### config.mk
export PLATFORM = sky130hd
export DESIGN_NAME = ls95_ctrl
export DESIGN_NICKNAME = d
export VERILOG_FILES = /design/src/rtl/ls95_ctrl.sv
export SDC_FILE = /design/constraint.sdc
export NUM_CORES = 1
export LEC_CHECK = 0
export BUFFER_PORTS_ARGS = -buffer_cell sky130_fd_sc_hd__clkbuf_2
export CAP_MARGIN = 30
export CELL_PAD_IN_SITES_DETAIL_PLACEMENT = 1
export CELL_PAD_IN_SITES_GLOBAL_PLACEMENT = 2
export CORE_MARGIN = 5
export CORE_UTILIZATION = 31
export CTS_BUF_LIST = sky130_fd_sc_hd__clkbuf_16
export DETAILED_ROUTE_END_ITERATION = 8
export GPL_TIMING_DRIVEN = 0
export HOLD_SLACK_MARGIN = 0.1
export PLACE_DENSITY_LB_ADDON = 0.1
export SETUP_SLACK_MARGIN = 0.02
export SLEW_MARGIN = 20
export SYNTH_ARGS = -nofsm -noshare
export SYNTH_HDL_FRONTEND = slang
export SYNTH_SLANG_ARGS = --single-unit
### constraint.sdc
create_clock -name clk -period 2.1 [get_ports clk]
set_input_delay 0.42 -clock clk [delete_from_list [all_inputs] [get_ports clk]]
set_output_delay 0.42 -clock clk [all_outputs]
set_load 0.005 [all_outputs]
### src/rtl/ls95_ctrl.sv
// ls95_ctrl: command-driven sequencer for a 74LS95-style 4-bit shift register.
// Accepts LOAD / SHR / SHL / ROTR commands and produces per-step register
// controls (mode, serial input, parallel inputs) plus one clock strobe per step.
//
// Ports:
//   clk, rst          clock, synchronous active-high reset
//   valid/ready       command handshake (accept when both high on a rising edge)
//   op, cnt, fill,din command fields (cnt: 1..3 literal, 0 means 4)
//   qa..qd            readback from the shift register outputs
//   sclk              register clock strobe, one pulse per step
//   mode, ser, pa..pd register controls (mode 1 = parallel load)
//   busy, done        controller busy; one-cycle completion pulse
module ls95_ctrl (
    input  logic       clk,
    input  logic       rst,
    input  logic       valid,
    output logic       ready,
    input  logic [1:0] op,
    input  logic [1:0] cnt,
    input  logic       fill,
    input  logic [3:0] din,
    input  logic       qa,
    input  logic       qb,
    input  logic       qc,
    input  logic       qd,
    output logic       sclk,
    output logic       mode,
    output logic       ser,
    output logic       pa,
    output logic       pb,
    output logic       pc,
    output logic       pd,
    output logic       busy,
    output logic       done
);

    localparam int unsigned OP_W   = 2;
    localparam int unsigned DATA_W = 4;
    localparam int unsigned STEP_W = 3;

    localparam logic [OP_W-1:0] OP_LOAD = 2'b00;
    localparam logic [OP_W-1:0] OP_SHR  = 2'b01;
    localparam logic [OP_W-1:0] OP_SHL  = 2'b10;
    localparam logic [OP_W-1:0] OP_ROTR = 2'b11;

    typedef enum logic [2:0] {
        S_IDLE  = 3'd0,
        S_SETUP = 3'd1,
        S_PULSE = 3'd2,
        S_HOLD  = 3'd3,
        S_DONE  = 3'd4
    } state_t;

    state_t              state_q, state_d;
    logic [OP_W-1:0]     op_q, op_d;
    logic                fill_q, fill_d;
    logic [DATA_W-1:0]   din_q, din_d;
    logic [STEP_W-1:0]   steps_q, steps_d;
    logic                sclk_q, sclk_d;
    logic                mode_q, mode_d;
    logic                ser_q, ser_d;
    logic [DATA_W-1:0]   par_q, par_d;
    logic                ready_q, ready_d;
    logic                busy_q, busy_d;
    logic                done_q, done_d;

    logic                accept_c;
    logic                enter_setup_c;
    logic [OP_W-1:0]     src_op_c;
    logic                src_fill_c;
    logic [DATA_W-1:0]   src_din_c;

    // Next-state, field latching and registered-output computation
    always_comb begin
        state_d       = state_q;
        op_d          = op_q;
        fill_d        = fill_q;
        din_d         = din_q;
        steps_d       = steps_q;
        mode_d        = mode_q;
        ser_d         = ser_q;
        par_d         = par_q;
        enter_setup_c = 1'b0;
        src_op_c      = op_q;
        src_fill_c    = fill_q;
        src_din_c     = din_q;
        accept_c      = valid && ready_q && (state_q == S_IDLE);

        case (state_q)
            S_IDLE: begin
                if (accept_c) begin
                    op_d   = op;
                    fill_d = fill;
                    din_d  = din;
                    if (op == OP_LOAD) begin
                        steps_d = STEP_W'(1);
                    end else if (cnt == 2'b00) begin
                        steps_d = STEP_W'(4);
                    end else begin
                        steps_d = STEP_W'(cnt);
                    end
                    // First step is set up from the live inputs, since the
                    // latched copies only become visible after this edge.
                    src_op_c      = op;
                    src_fill_c    = fill;
                    src_din_c     = din;
                    enter_setup_c = 1'b1;
                    state_d       = S_SETUP;
                end
            end
            S_SETUP: state_d = S_PULSE;
            S_PULSE: state_d = S_HOLD;
            S_HOLD: begin
                steps_d = steps_q - STEP_W'(1);
                if (steps_q <= STEP_W'(1)) begin
                    state_d = S_DONE;
                end else begin
                    enter_setup_c = 1'b1;
                    state_d       = S_SETUP;
                end
            end
            S_DONE:  state_d = S_IDLE;
            default: state_d = S_IDLE;
        endcase

        // Step controls change only on the edge entering SETUP
        if (enter_setup_c) begin
            case (src_op_c)
                OP_LOAD: begin
                    mode_d = 1'b1;
                    par_d  = src_din_c;
                end
                OP_SHR: begin
                    mode_d = 1'b0;
                    ser_d  = src_fill_c;
                end
                OP_SHL: begin
                    // {pd,pc,pb,pa} = {fill,qd,qc,qb}: load shifted toward A
                    mode_d = 1'b1;
                    par_d  = {src_fill_c, qd, qc, qb};
                end
                OP_ROTR: begin
                    mode_d = 1'b0;
                    ser_d  = qd;
                end
                default: mode_d = mode_q;
            endcase
        end

        sclk_d  = (state_d == S_PULSE);
        busy_d  = (state_d != S_IDLE);
        // Ready rises one edge after returning to IDLE, leaving the done cycle idle
        ready_d = (state_d == S_IDLE) && (state_q != S_DONE);
        done_d  = (state_q == S_DONE);
    end

    // State and output registers
    always_ff @(posedge clk) begin
        if (rst) begin
            state_q <= S_IDLE;
            op_q    <= '0;
            fill_q  <= 1'b0;
            din_q   <= '0;
            steps_q <= '0;
            sclk_q  <= 1'b0;
            mode_q  <= 1'b0;
            ser_q   <= 1'b0;
            par_q   <= '0;
            ready_q <= 1'b1;
            busy_q  <= 1'b0;
            done_q  <= 1'b0;
        end else begin
            state_q <= state_d;
            op_q    <= op_d;
            fill_q  <= fill_d;
            din_q   <= din_d;
            steps_q <= steps_d;
            sclk_q  <= sclk_d;
            mode_q  <= mode_d;
            ser_q   <= ser_d;
            par_q   <= par_d;
            ready_q <= ready_d;
            busy_q  <= busy_d;
            done_q  <= done_d;
        end
    end

    assign ready = ready_q;
    assign sclk  = sclk_q;
    assign mode  = mode_q;
    assign ser   = ser_q;
    assign pa    = par_q[0];
    assign pb    = par_q[1];
    assign pc    = par_q[2];
    assign pd    = par_q[3];
    assign busy  = busy_q;
    assign done  = done_q;

endmodule
==> impl_metrics.yaml <==
clock_tree:
  cts.path.max_buffers: 2
  clk_latency_ns: 0.25
  postCtsSetupRepairBufs: 0
  cts-hold-fix-buffers: 0
  cts_root_buf: "clkbuf_16"
  numClockSinks: 23
  numCtsBuffers: 3
  cts_resized: 0
  cts_tree: "built"
  path_clk_slew_ns: 0.06
  cts_max_level: 1
layout:
  register_area_um2: 460
  drive_gt1_share_pct: 23.6
  nets: 176
  multiInputGateArea_um2: 604
  fin_area_mm2: 0.00140
  fill_cells: 438
  antenna_cells: 0
  area_delta_synth_final_pct: 22.6
  post-route-util_pct: 38.9
routing:
  drcViolationCount: 0
  wl_per_cell_um: 15.9
  antenna_left: 0
  first_pass_iters: 4
  wl_um: 3260
  viasPerCell: 5.22
  drt_iter0_drc: 52
  via_count: 1070
min_path:
  hold_path_class: "in -> reg"
sta:
  fin_hold_ws_ns: 0.407
  fin_skew_ns: 0.00194
  hold_violations: 0
  slew_headroom_pct: 62.9
  setup_slack_ns: 0.251
  period_needed_ns: 1.85
  min_period_over_period_pct: 88.0
  rsz0062_at_grt: "false"
  slew_viol_final: 0
  finalSetupViolations: 0
  fmax_ghz: 0.541
  tightest_slew_ns: 0.556
  setup_tns_ns: 0
global_route:
  grt_pass1_vias: 1085
  gr-total-overflow: 0
  grt_max_degree: 13
  track_usage_pct: 13.7
  antenna_found_initial: 0
  grt_pass1_wl_um: 5450
yosys:
  synth_area_leaders: "dfxtp_1 40%, a21oi_1 5.7%, nor3_1 3.9%"
  syn-num-nets: 148
  synth_area_mm2: 0.00114
  async_flop_share_pct: 0
  synth_cells: 130
  ys.flop_type: "dfxtp_1"
  synth.avg_cell_area_um2: 8.80
  ys_ff_latch: 23
  yosysTopAreaCellShare_pct: 40.3
  yosys.area.top_type: "dfxtp_1"
  synth_edf_count: 0
  yosysSeqAreaShare_pct: 40.3
  synth_warnings: 0
  synth.distinct_cells: 38
job:
  max_cap_viol_count: 0
setup_path:
  worstPathArrival_ns: 2.01
  crit_path_start_kind: "flop"
  crit_slowest_cell: "or4b_4"
  crit_buf_inv: 2
  cpPeakStageDelay_ns: 0.58
  crit_type: "reg -> reg"
  crit_path_end_kind: "flop"
  cp_top_family: "simple AND/OR/NAND/NOR gates"
  path_cells: "buf_4 -> or4b_4 -> nor2_4 -> buf_6 -> o221ai_1 -> a311oi_1"
  cp.required_ns: 2.26
  cp_max_fo: 10
outcome:
  status: "complete, no violations"
placement:
  io_buffer_count: 23
  hpwl_um: 2440
  dpl-instance-area_mm2: 0.00132
  place.gp.congestion: 0.718
  post-place-ws_ns: 0.0715
power:
  peakVddDrop_mv: 0.357
  p_leak_uw: 0.000530
  powerDensity_mw_per_mm2: 1140
floorplanning:
  core_mm2: 0.00361
  dieArea_mm2: 0.00500
  initial_core_util_pct: 31.7
  io_pins: 26
  rows: 22
  die_w_um: 70.7
  fp.dieH_um: 70.7
path summary, 6_finish.rpt:
kind | start | end | slack [ns] | cells after the start
worst max-delay path | state_q[0] | par_q[0] | 0.25 | 6
worst min-delay path | din[0] | din_q[0] | 0.41 | 3
worst max register to register | state_q[0] | par_q[0] | 0.25 | 6
worst min register to register | din_q[1] | din_q[1] | 0.47 | 2
cells in the final DEF, fill, tap and decap left out, types with 5 or more instances in the layout:
| cell type | Yosys | final |
|---|---|---|
| dfxtp_1 | 23 | 23 |
| clkbuf_2 | 0 | 23 |
| a21oi_1 | 13 | 13 |
| nand2_1 | 11 | 11 |
| inv_1 | 9 | 10 |
| nor3_1 | 9 | 9 |
| a311oi_1 | 5 | 5 |
cell families after synthesis:
| group | count (synthesis) | synth area share (%) |
|---|---|---|
| compound gates | 42 | 25.8 |
| fa+ha+maj | 2 | 2.19 |
| xor+xnor | 2 | 1.53 |
| flops | 23 | 40.3 |
| buf+inv | 17 | 7.33 |
| simple gates | 43 | 22.0 |
| mux | 1 | 0.875 |
sequential cells by signal (all words and copies together), names as in the netlist:
register and flops:
busy 1, din_q 4, done 1, fill_q 1, mode 1, op_q 2
par_q 4, ready 1, sclk 1, ser 1, state_q 3, steps_q 3
worst reg2reg max path, stage by stage, from the launching register on:
cell      delay, ns
dfxtp_1        0.30
buf_4          0.17
or4b_4         0.58
nor2_4         0.14
buf_6          0.17
o221ai_1       0.12
a311oi_1       0.28
Yosys cell counts, types with 4 or more instances:
master and number:
a211oi_1 5, a21oi_1 13, a311oi_1 5, clkbuf_1 4, dfxtp_1 23, inv_1 9
nand2_1 11, nand3_1 4, nor2_1 4, nor3_1 9, o21ai_0 4, o221ai_1 4
stage by stage:
stage / std cells / total power (uW)
after floorplan: 130 / 1010
after global placement: 201 / 1180
after detailed placement: 201 / 1190
after CTS: 205 / 1610
after global routing: 205 / 1710
final: 205 / 1600
report_power, final:
part	internal [uW]	switching, uW
clock network	254	158
registers	531	56.7
logic	251	345
routing by layer:
| layer | routed length (um) | GRT usage, % | part of all wire, % | vias to the layer above |
|---|---|---|---|---|
| met5 | 0 | 0 | 0 | - |
| met4 | 36 | 3.76 | 1.1 | 0 |
| met3 | 147 | 2.70 | 4.5 | 4 |
| met2 | 1430 | 21.3 | 44 | 19 |
| met1 | 1650 | 19.2 | 51 | 509 |
| li1 | - | - | - | 538 |
final cells by class:
| cell class | instances | area share [%] |
|---|---|---|
| Inverter | 9 | 2.41 |
| Clock inverter | 1 | 0.268 |
| Clock buffer | 3 | 5.35 |
| Multi-Input combinational cell | 90 | 43.1 |
| Tap cell | 48 | 4.28 |
| Sequential cell | 23 | 32.8 |
| Buffer | 8 | 3.57 |
| Timing Repair Buffer | 23 | 8.21 |
(Power assumes the default switching activity.)
